==> src/rtl/tcp_rx_seq_ctrl_if.sv <==
// tcp_rx_seq_ctrl_if: header, payload, reorder-buffer and status signals of the rx sequencing controller
interface tcp_rx_seq_ctrl_if #(
  parameter int DATA_WIDTH = 8,
  parameter int SEQ_BITS   = 32,
  parameter int CNT_BITS   = 16
);
  logic                  hdr_valid;
  logic                  hdr_ready;
  logic [SEQ_BITS-1:0]   hdr_seq;
  logic [15:0]           hdr_len;
  logic                  hdr_syn;
  logic [DATA_WIDTH-1:0] s_tdata;
  logic                  s_tvalid;
  logic                  s_tlast;
  logic                  s_tready;
  logic [DATA_WIDTH-1:0] rb_tdata;
  logic                  rb_tvalid;
  logic                  rb_tlast;
  logic                  rb_tready;
  logic [SEQ_BITS-1:0]   rb_seq_start;
  logic [SEQ_BITS-1:0]   rb_seq_base;
  logic                  rb_base_valid;
  logic [31:0]           rb_window;
  logic                  dlv_fire;
  logic [SEQ_BITS-1:0]   rcv_nxt;
  logic                  synced;
  logic [CNT_BITS-1:0]   drop_cnt;
  logic [CNT_BITS-1:0]   dup_cnt;
  logic [CNT_BITS-1:0]   len_err_cnt;
  modport master (
    output hdr_valid, hdr_seq, hdr_len, hdr_syn, s_tdata, s_tvalid, s_tlast,
           rb_tready, rb_window, dlv_fire,
    input  hdr_ready, s_tready, rb_tdata, rb_tvalid, rb_tlast, rb_seq_start,
           rb_seq_base, rb_base_valid, rcv_nxt, synced, drop_cnt, dup_cnt, len_err_cnt
  );
  modport slave (
    input  hdr_valid, hdr_seq, hdr_len, hdr_syn, s_tdata, s_tvalid, s_tlast,
           rb_tready, rb_window, dlv_fire,
    output hdr_ready, s_tready, rb_tdata, rb_tvalid, rb_tlast, rb_seq_start,
           rb_seq_base, rb_base_valid, rcv_nxt, synced, drop_cnt, dup_cnt, len_err_cnt
  );
endinterface

==> src/rtl/tcp_rx_seq_ctrl.sv <==
// tcp_rx_seq_ctrl: SYN sync, window admission and payload forwarding in front of the reorder buffer
module tcp_rx_seq_ctrl #(
  parameter int SEQ_BITS = 32,
  parameter int CNT_BITS = 16
) (
  input logic clk,
  input logic rst,
  tcp_rx_seq_ctrl_if.slave bus
);
  localparam logic [2:0] IDLE = 3'd0, CHECK = 3'd1, SYNC = 3'd2, FWD = 3'd3, DROP = 3'd4;
  logic [2:0]          state_q, state_d;
  logic [SEQ_BITS-1:0] seq_q, seq_start_q, seq_base_q, rcv_nxt_q;
  logic [15:0]         len_q, bcnt_q;
  logic                syn_q, synced_q;
  logic [CNT_BITS-1:0] drop_q, dup_q, lerr_q;
  logic [SEQ_BITS-1:0] off;
  logic [SEQ_BITS:0]   end_w;
  logic                fire, last_beat, too_far, drop_inc, dup_inc, lerr_inc;
  assign off       = seq_q - rcv_nxt_q;
  assign end_w     = {1'b0, off} + {{(SEQ_BITS-15){1'b0}}, len_q};
  assign too_far   = end_w > {{(SEQ_BITS-31){1'b0}}, bus.rb_window};
  assign last_beat = bcnt_q == len_q - 16'd1;
  assign fire      = bus.s_tvalid && bus.s_tready;
  assign drop_inc  = state_q == CHECK && !syn_q && (!synced_q || (!off[SEQ_BITS-1] && too_far));
  assign dup_inc   = state_q == CHECK && !syn_q && synced_q && off[SEQ_BITS-1];
  assign bus.hdr_ready     = state_q == IDLE;
  assign bus.s_tready      = state_q == FWD ? bus.rb_tready : state_q == DROP;
  assign bus.rb_tdata      = bus.s_tdata;
  assign bus.rb_tvalid     = state_q == FWD && bus.s_tvalid;
  assign bus.rb_tlast      = state_q == FWD && (bus.s_tlast || last_beat);
  assign bus.rb_base_valid = state_q == SYNC;
  assign bus.rb_seq_start  = seq_start_q;
  assign bus.rb_seq_base   = seq_base_q;
  assign bus.rcv_nxt       = rcv_nxt_q;
  assign bus.synced        = synced_q;
  assign bus.drop_cnt      = drop_q;
  assign bus.dup_cnt       = dup_q;
  assign bus.len_err_cnt   = lerr_q;
  // next state; a length error is a mismatch between the counted last beat and tlast
  always_comb begin
    state_d  = state_q;
    lerr_inc = 1'b0;
    case (state_q)
      IDLE:  state_d = bus.hdr_valid ? CHECK : IDLE;
      CHECK: state_d = syn_q ? SYNC : len_q == 16'd0 ? IDLE : (drop_inc || dup_inc) ? DROP : FWD;
      SYNC:  state_d = len_q != 16'd0 ? DROP : IDLE;
      FWD: begin
        if (fire && (last_beat || bus.s_tlast)) begin
          state_d  = (last_beat && !bus.s_tlast) ? DROP : IDLE;
          lerr_inc = last_beat != bus.s_tlast;
        end
      end
      DROP:    state_d = (bus.s_tvalid && bus.s_tlast) ? IDLE : DROP;
      default: state_d = IDLE;
    endcase
  end
  // state, latched header, sequence tracking and saturating statistics
  always_ff @(posedge clk) begin
    if (rst) begin
      state_q     <= IDLE;
      seq_q       <= '0;
      len_q       <= '0;
      syn_q       <= 1'b0;
      bcnt_q      <= '0;
      seq_start_q <= '0;
      seq_base_q  <= '0;
      rcv_nxt_q   <= '0;
      synced_q    <= 1'b0;
      drop_q      <= '0;
      dup_q       <= '0;
      lerr_q      <= '0;
    end else begin
      state_q <= state_d;
      if (state_q == IDLE && bus.hdr_valid) begin
        seq_q <= bus.hdr_seq;
        len_q <= bus.hdr_len;
        syn_q <= bus.hdr_syn;
      end
      if (state_q == CHECK) begin
        bcnt_q <= '0;
        if (syn_q) seq_base_q <= seq_q + 1'b1;
        if (state_d == FWD) seq_start_q <= seq_q;
      end
      if (state_q == FWD && fire) bcnt_q <= bcnt_q + 16'd1;
      if (state_q == SYNC) begin
        rcv_nxt_q <= seq_q + 1'b1;
        synced_q  <= 1'b1;
      end else if (bus.dlv_fire && synced_q) begin
        rcv_nxt_q <= rcv_nxt_q + 1'b1;
      end
      drop_q <= drop_q + CNT_BITS'(drop_inc && ~&drop_q);
      dup_q  <= dup_q + CNT_BITS'(dup_inc && ~&dup_q);
      lerr_q <= lerr_q + CNT_BITS'(lerr_inc && ~&lerr_q);
    end
  end
endmodule
==> src/flat_wrapper.sv <==
// flat-port wrapper written by rule: the top's interface ports become plain ports
module tcp_rx_seq_ctrl_flat 
#(
  parameter int SEQ_BITS = 32,
  parameter int CNT_BITS = 16
)
  (clk, rst, bus_hdr_valid, bus_hdr_seq, bus_hdr_len, bus_hdr_syn, bus_s_tdata, bus_s_tvalid, bus_s_tlast, bus_rb_tready, bus_rb_window, bus_dlv_fire, bus_hdr_ready, bus_s_tready, bus_rb_tdata, bus_rb_tvalid, bus_rb_tlast, bus_rb_seq_start, bus_rb_seq_base, bus_rb_base_valid, bus_rcv_nxt, bus_synced, bus_drop_cnt, bus_dup_cnt, bus_len_err_cnt);
  tcp_rx_seq_ctrl_if #(.SEQ_BITS(SEQ_BITS), .CNT_BITS(CNT_BITS)) bus_i ();
  input logic clk;
  input logic rst;
  input wire logic [$bits(bus_i.hdr_valid)-1:0] bus_hdr_valid;
  input wire logic [$bits(bus_i.hdr_seq)-1:0] bus_hdr_seq;
  input wire logic [$bits(bus_i.hdr_len)-1:0] bus_hdr_len;
  input wire logic [$bits(bus_i.hdr_syn)-1:0] bus_hdr_syn;
  input wire logic [$bits(bus_i.s_tdata)-1:0] bus_s_tdata;
  input wire logic [$bits(bus_i.s_tvalid)-1:0] bus_s_tvalid;
  input wire logic [$bits(bus_i.s_tlast)-1:0] bus_s_tlast;
  input wire logic [$bits(bus_i.rb_tready)-1:0] bus_rb_tready;
  input wire logic [$bits(bus_i.rb_window)-1:0] bus_rb_window;
  input wire logic [$bits(bus_i.dlv_fire)-1:0] bus_dlv_fire;
  output wire logic [$bits(bus_i.hdr_ready)-1:0] bus_hdr_ready;
  output wire logic [$bits(bus_i.s_tready)-1:0] bus_s_tready;
  output wire logic [$bits(bus_i.rb_tdata)-1:0] bus_rb_tdata;
  output wire logic [$bits(bus_i.rb_tvalid)-1:0] bus_rb_tvalid;
  output wire logic [$bits(bus_i.rb_tlast)-1:0] bus_rb_tlast;
  output wire logic [$bits(bus_i.rb_seq_start)-1:0] bus_rb_seq_start;
  output wire logic [$bits(bus_i.rb_seq_base)-1:0] bus_rb_seq_base;
  output wire logic [$bits(bus_i.rb_base_valid)-1:0] bus_rb_base_valid;
  output wire logic [$bits(bus_i.rcv_nxt)-1:0] bus_rcv_nxt;
  output wire logic [$bits(bus_i.synced)-1:0] bus_synced;
  output wire logic [$bits(bus_i.drop_cnt)-1:0] bus_drop_cnt;
  output wire logic [$bits(bus_i.dup_cnt)-1:0] bus_dup_cnt;
  output wire logic [$bits(bus_i.len_err_cnt)-1:0] bus_len_err_cnt;
  assign bus_i.hdr_valid = bus_hdr_valid;
  assign bus_i.hdr_seq = bus_hdr_seq;
  assign bus_i.hdr_len = bus_hdr_len;
  assign bus_i.hdr_syn = bus_hdr_syn;
  assign bus_i.s_tdata = bus_s_tdata;
  assign bus_i.s_tvalid = bus_s_tvalid;
  assign bus_i.s_tlast = bus_s_tlast;
  assign bus_i.rb_tready = bus_rb_tready;
  assign bus_i.rb_window = bus_rb_window;
  assign bus_i.dlv_fire = bus_dlv_fire;
  assign bus_hdr_ready = bus_i.hdr_ready;
  assign bus_s_tready = bus_i.s_tready;
  assign bus_rb_tdata = bus_i.rb_tdata;
  assign bus_rb_tvalid = bus_i.rb_tvalid;
  assign bus_rb_tlast = bus_i.rb_tlast;
  assign bus_rb_seq_start = bus_i.rb_seq_start;
  assign bus_rb_seq_base = bus_i.rb_seq_base;
  assign bus_rb_base_valid = bus_i.rb_base_valid;
  assign bus_rcv_nxt = bus_i.rcv_nxt;
  assign bus_synced = bus_i.synced;
  assign bus_drop_cnt = bus_i.drop_cnt;
  assign bus_dup_cnt = bus_i.dup_cnt;
  assign bus_len_err_cnt = bus_i.len_err_cnt;
  tcp_rx_seq_ctrl #(.SEQ_BITS(SEQ_BITS), .CNT_BITS(CNT_BITS)) u_core (.clk(clk), .rst(rst), .bus(bus_i));
endmodule
==> config.mk <==
export PLATFORM = sky130hd
export DESIGN_NAME = tcp_rx_seq_ctrl_flat
export DESIGN_NICKNAME = d
export VERILOG_FILES = /design/src/rtl/tcp_rx_seq_ctrl_if.sv /design/src/rtl/tcp_rx_seq_ctrl.sv /design/src/flat_wrapper.sv
export SDC_FILE = /design/constraint.sdc
export NUM_CORES = 1
export LEC_CHECK = 0
export CAP_MARGIN = 15
export CORE_MARGIN = 5
export CORE_UTILIZATION = 49
export DETAILED_ROUTE_END_ITERATION = 6
export PLACE_DENSITY_LB_ADDON = 0.1
export SLEW_MARGIN = 20
export SYNTH_ARGS = -nofsm -noshare
export SYNTH_HDL_FRONTEND = slang
export SYNTH_SLANG_ARGS = --single-unit
==> constraint.sdc <==
create_clock -name clk -period 6.73 [get_ports clk]
set_clock_uncertainty 0.1 [all_clocks]
set_input_delay 1.346 -clock clk [delete_from_list [all_inputs] [get_ports clk]]
set_output_delay 1.346 -clock clk [all_outputs]
set_load 0.005 [all_outputs]
==> results.json <==
{
  "run_status": "completed",
  "critical_path_class": "flip-flop to flip-flop",
  "fin_setup_tns_ns": 0,
  "tritoncts": "done",
  "hold_path_class": "flip-flop to flip-flop",
  "synthesis.yosys.warnings": 0,
  "cp_data_arrival_time_ns": 6.72,
  "finalWirelength_mm": 39.4,
  "hpwl_mm": 29.7,
  "path_common_cell": "sky130_fd_sc_hd__ha_1",
  "cts.sinks": 213,
  "first_pass_grt_wire_length_mm": 62.3,
  "cts.hold.buffers_added": 0,
  "synth.yosys.seq_area_share_pct": 31.7,
  "mostFrequentLayoutCells": "sky130_fd_sc_hd__clkdlybuf4s50_1, sky130_fd_sc_hd__dfxtp_1, sky130_fd_sc_hd__nor2_1, sky130_fd_sc_hd__nand2_1, sky130_fd_sc_hd__a21oi_1",
  "die_area_mm2": 0.0309,
  "endpoint_kind": "flip-flop",
  "synthesis.nets": 1916,
  "row_count": 60,
  "worst_endpoint_required_time_ns": 7.05,
  "cts.path.max_buffers": 3,
  "setup_slack_ns": 0.322,
  "detail_route.vias_per_cell": 5.52,
  "min_period_over_period_pct": 95.2,
  "total_global_routing_overflow": 0,
  "slew_headroom_pct": 28.7,
  "timing.final.setup_violations": 0,
  "final_layout_size_suffix_gt1_share_pct": 5.85,
  "syn_to_final_growth_pct": 27.1,
  "non_filler_instances": 2289,
  "buffer_ports.inserted": 237,
  "num-nets-final": 2122,
  "internal-power_mw": 2.71,
  "achievable-frequency_mhz": 156,
  "ys_async_sr_fraction_pct": 0,
  "detail_route.drc_violations": 0,
  "gp_congestion": 0.918,
  "irDropWorstVdd_uv": 218,
  "ys_types": 65,
  "number_of_drc_markers_after_the_initial_detailed_route_iteration": 851,
  "area_post_placement_mm2": 0.0161,
  "finalWorstPathRequiredPeriod_ns": 6.41,
  "vias_in_the_first_global_route": 11900,
  "dp.cells": 2238,
  "power.share.sequential_pct": 33.4,
  "syn_area_mm2": 0.0135,
  "syn_avg_cell_area_um2": 7.80,
  "mapped_cells": 1724,
  "worst-path-max-fanout": 5,
  "cts-htree-levels": 1,
  "detail-route-antenna-nets": 0,
  "worst_path_slowest_cell": "sky130_fd_sc_hd__fa_1",
  "num_vias": 12600,
  "clk_transition_reported_paths_ns": 0.06,
  "timing_worst_slew_pin_value_ns": 1.07,
  "final_cell_area_mm2": 0.0171,
  "switching_power_mw": 1.35,
  "synth_enable_flop_cells": 0,
  "timing.critical_path.slowest_cell_delay_ns": 0.41,
  "timing_hold_violations_final": 0,
  "core-area_mm2": 0.0270,
  "number_of_diodes_added_for_antenna_fixing": 0,
  "firstDrtPassIters": 6,
  "timing.max_cap.violations": 0,
  "ctsRootBufferMaster": "sky130_fd_sc_hd__clkbuf_16",
  "wl_per_cell_um": 17.2,
  "combPwrFrac_pct": 32.1,
  "pwr_density_cell_mw_per_mm2": 237,
  "p_leak_nw": 6.63,
  "ys_seq_elements": 213,
  "share_clk_of_total_power_pct": 34.6,
  "layout_commonest_cell": "sky130_fd_sc_hd__clkdlybuf4s50_1",
  "maximum_number_of_pins_on_one_net_before_global_route_repair": 95,
  "track_usage_pct": 24.4,
  "initial_core_util_pct": 49.8,
  "cts_buffers": 24,
  "start_kind": "flip-flop",
  "swShare_pct": 33.3,
  "insertion_delay_ns": 0.54,
  "die_width_um": 176,
  "io_pins": 254,
  "ys_dominant_reg_cell": "sky130_fd_sc_hd__dfxtp_1",
  "pre_cts_ws_ns": 0.0244,
  "floorplan.die.height_um": 176,
  "grt_antenna_before_repair": 1,
  "timing_max_transition_violations_final": 0
}
repair_timing:
action | in CTS | in global routing
resized for setup | 0 | 28
setup endpoints to repair | 0 | 32
buffers inserted | 0 | 7
final timing paths:
check | start | end | slack [ns] | depth (start not counted)
setup / recovery | u_core.bus.rcv_nxt[0] | u_core.bus.drop_cnt[10] | 0.32 | 32
hold / removal | u_core.bus.rb_seq_start[28] | u_core.bus.rb_seq_start[28] | 0.40 | 2
setup reg to reg | u_core.bus.rcv_nxt[0] | u_core.bus.drop_cnt[10] | 0.32 | 32
hold reg to reg | u_core.bus.rb_seq_start[28] | u_core.bus.rb_seq_start[28] | 0.40 | 2
registers in the layout, summed over array words and instances, names as in the netlist:
register,cells
u_core.bus.rb_seq_base,32
u_core.bus.rb_seq_start,32
u_core.bus.rcv_nxt,32
u_core.seq_q,32
u_core.bcnt_q,16
u_core.bus.drop_cnt,16
u_core.bus.dup_cnt,16
u_core.bus.len_err_cnt,16
u_core.len_q,16
u_core.state_q,3
u_core.bus.synced,1
u_core.syn_q,1
worst max-delay path, delay by kind of cell (launching register included):
| kind | cells | cell delay, ns |
|---|---|---|
| adder cells (fa/ha/maj) | 6 | 1.74 |
| buffers and inverters | 1 | 0.18 |
| AO/OA/AOI/OAI | 13 | 2.42 |
| XOR/XNOR | 3 | 0.51 |
| flip-flops | 1 | 0.35 |
| AND/OR/NAND/NOR | 9 | 0.98 |
stage by stage:
stage | hold WS, ns | util [%] | power [mW]
6_report | 0.396 | 63.2 | 4.06
5_1_grt | 0.416 | 63.2 | 4.28
4_1_cts | 0.400 | 62.6 | 4.01
3_5_place_dp | 0.387 | 59.5 | 2.61
3_3_place_gp | 0.379 | 59.5 | 2.59
2_1_floorplan | 0.366 | - | 2.26
kinds of logic after synthesis:
logic type	synth area share, %
DFF	31.7
xor gates and xnor gates	10.9
adders and majority gates	9.04
buffers and inverters	5.39
AOI/OAI and AO/OA	16.6
muxes	2.70
and+or+nand+nor	23.7
power groups by stage:
stage,clock (mW),combinational [mW],sequential [mW]
detailed placement,0,1.23,1.38
global placement,0,1.21,1.38
CTS,1.42,1.24,1.35
floorplan,0,0.898,1.36
global route,1.48,1.45,1.36
finish,1.40,1.30,1.35
final cells by class:
class | count | area, µm²
Timing Repair Buffer | 266 | 2600
Multi-Input combinational cell | 1332 | 8600
Clock buffer | 31 | 647
Inverter | 93 | 349
Tap cell | 341 | 427
Clock inverter | 13 | 200
Fill cell | 2430 | 9930
Sequential cell | 213 | 4270
synth_stat cells, types with 4 or more instances:
cell	count	share of area, %
sky130_fd_sc_hd__a21oi_1	131	4.9
sky130_fd_sc_hd__buf_4	11	0.61
sky130_fd_sc_hd__o211ai_1	11	0.61
sky130_fd_sc_hd__nand2_1	199	5.6
sky130_fd_sc_hd__nand3_1	73	2.7
sky130_fd_sc_hd__or2_2	9	0.42
sky130_fd_sc_hd__dfxtp_1	213	32
sky130_fd_sc_hd__o211a_1	4	0.30
sky130_fd_sc_hd__a31oi_1	6	0.28
sky130_fd_sc_hd__o2111ai_1	4	0.26
sky130_fd_sc_hd__a21o_1	17	0.95
sky130_fd_sc_hd__ha_1	94	8.7
sky130_fd_sc_hd__o21bai_1	7	0.39
sky130_fd_sc_hd__or3_1	18	0.84
sky130_fd_sc_hd__mux2i_1	34	2.5
sky130_fd_sc_hd__xnor2_1	96	6.3
sky130_fd_sc_hd__a211o_1	4	0.26
sky130_fd_sc_hd__nor2_1	206	5.7
sky130_fd_sc_hd__nand2b_1	10	0.47
sky130_fd_sc_hd__inv_1	93	2.6
sky130_fd_sc_hd__buf_2	7	0.26
sky130_fd_sc_hd__clkbuf_1	60	1.7
sky130_fd_sc_hd__nand4_1	42	2.0
sky130_fd_sc_hd__nor4_1	14	0.65
sky130_fd_sc_hd__buf_1	6	0.17
sky130_fd_sc_hd__and4_1	9	0.59
sky130_fd_sc_hd__nor3_1	30	1.1
sky130_fd_sc_hd__a211oi_1	77	4.3
sky130_fd_sc_hd__xor2_1	71	4.6
sky130_fd_sc_hd__o21a_1	11	0.61
sky130_fd_sc_hd__and3_1	23	1.1
sky130_fd_sc_hd__nor2b_1	20	0.93
sky130_fd_sc_hd__o21ai_0	56	2.1
sky130_fd_sc_hd__and2_1	14	0.65
routing by layer:
metal  routed length [µm]  track usage, %  vias to the layer above  part of all wire (%)
met1                18500            34.7                     5787                    47
met4                 1260            7.50                        2                   3.2
met5                   11               0                        -                 0.028
met2                16300            35.6                      356                    41
met3                 3330            7.08                       63                   8.4
li1                     -               -                     6421                     -
No activity file was read; power rests on OpenSTA's default activity.
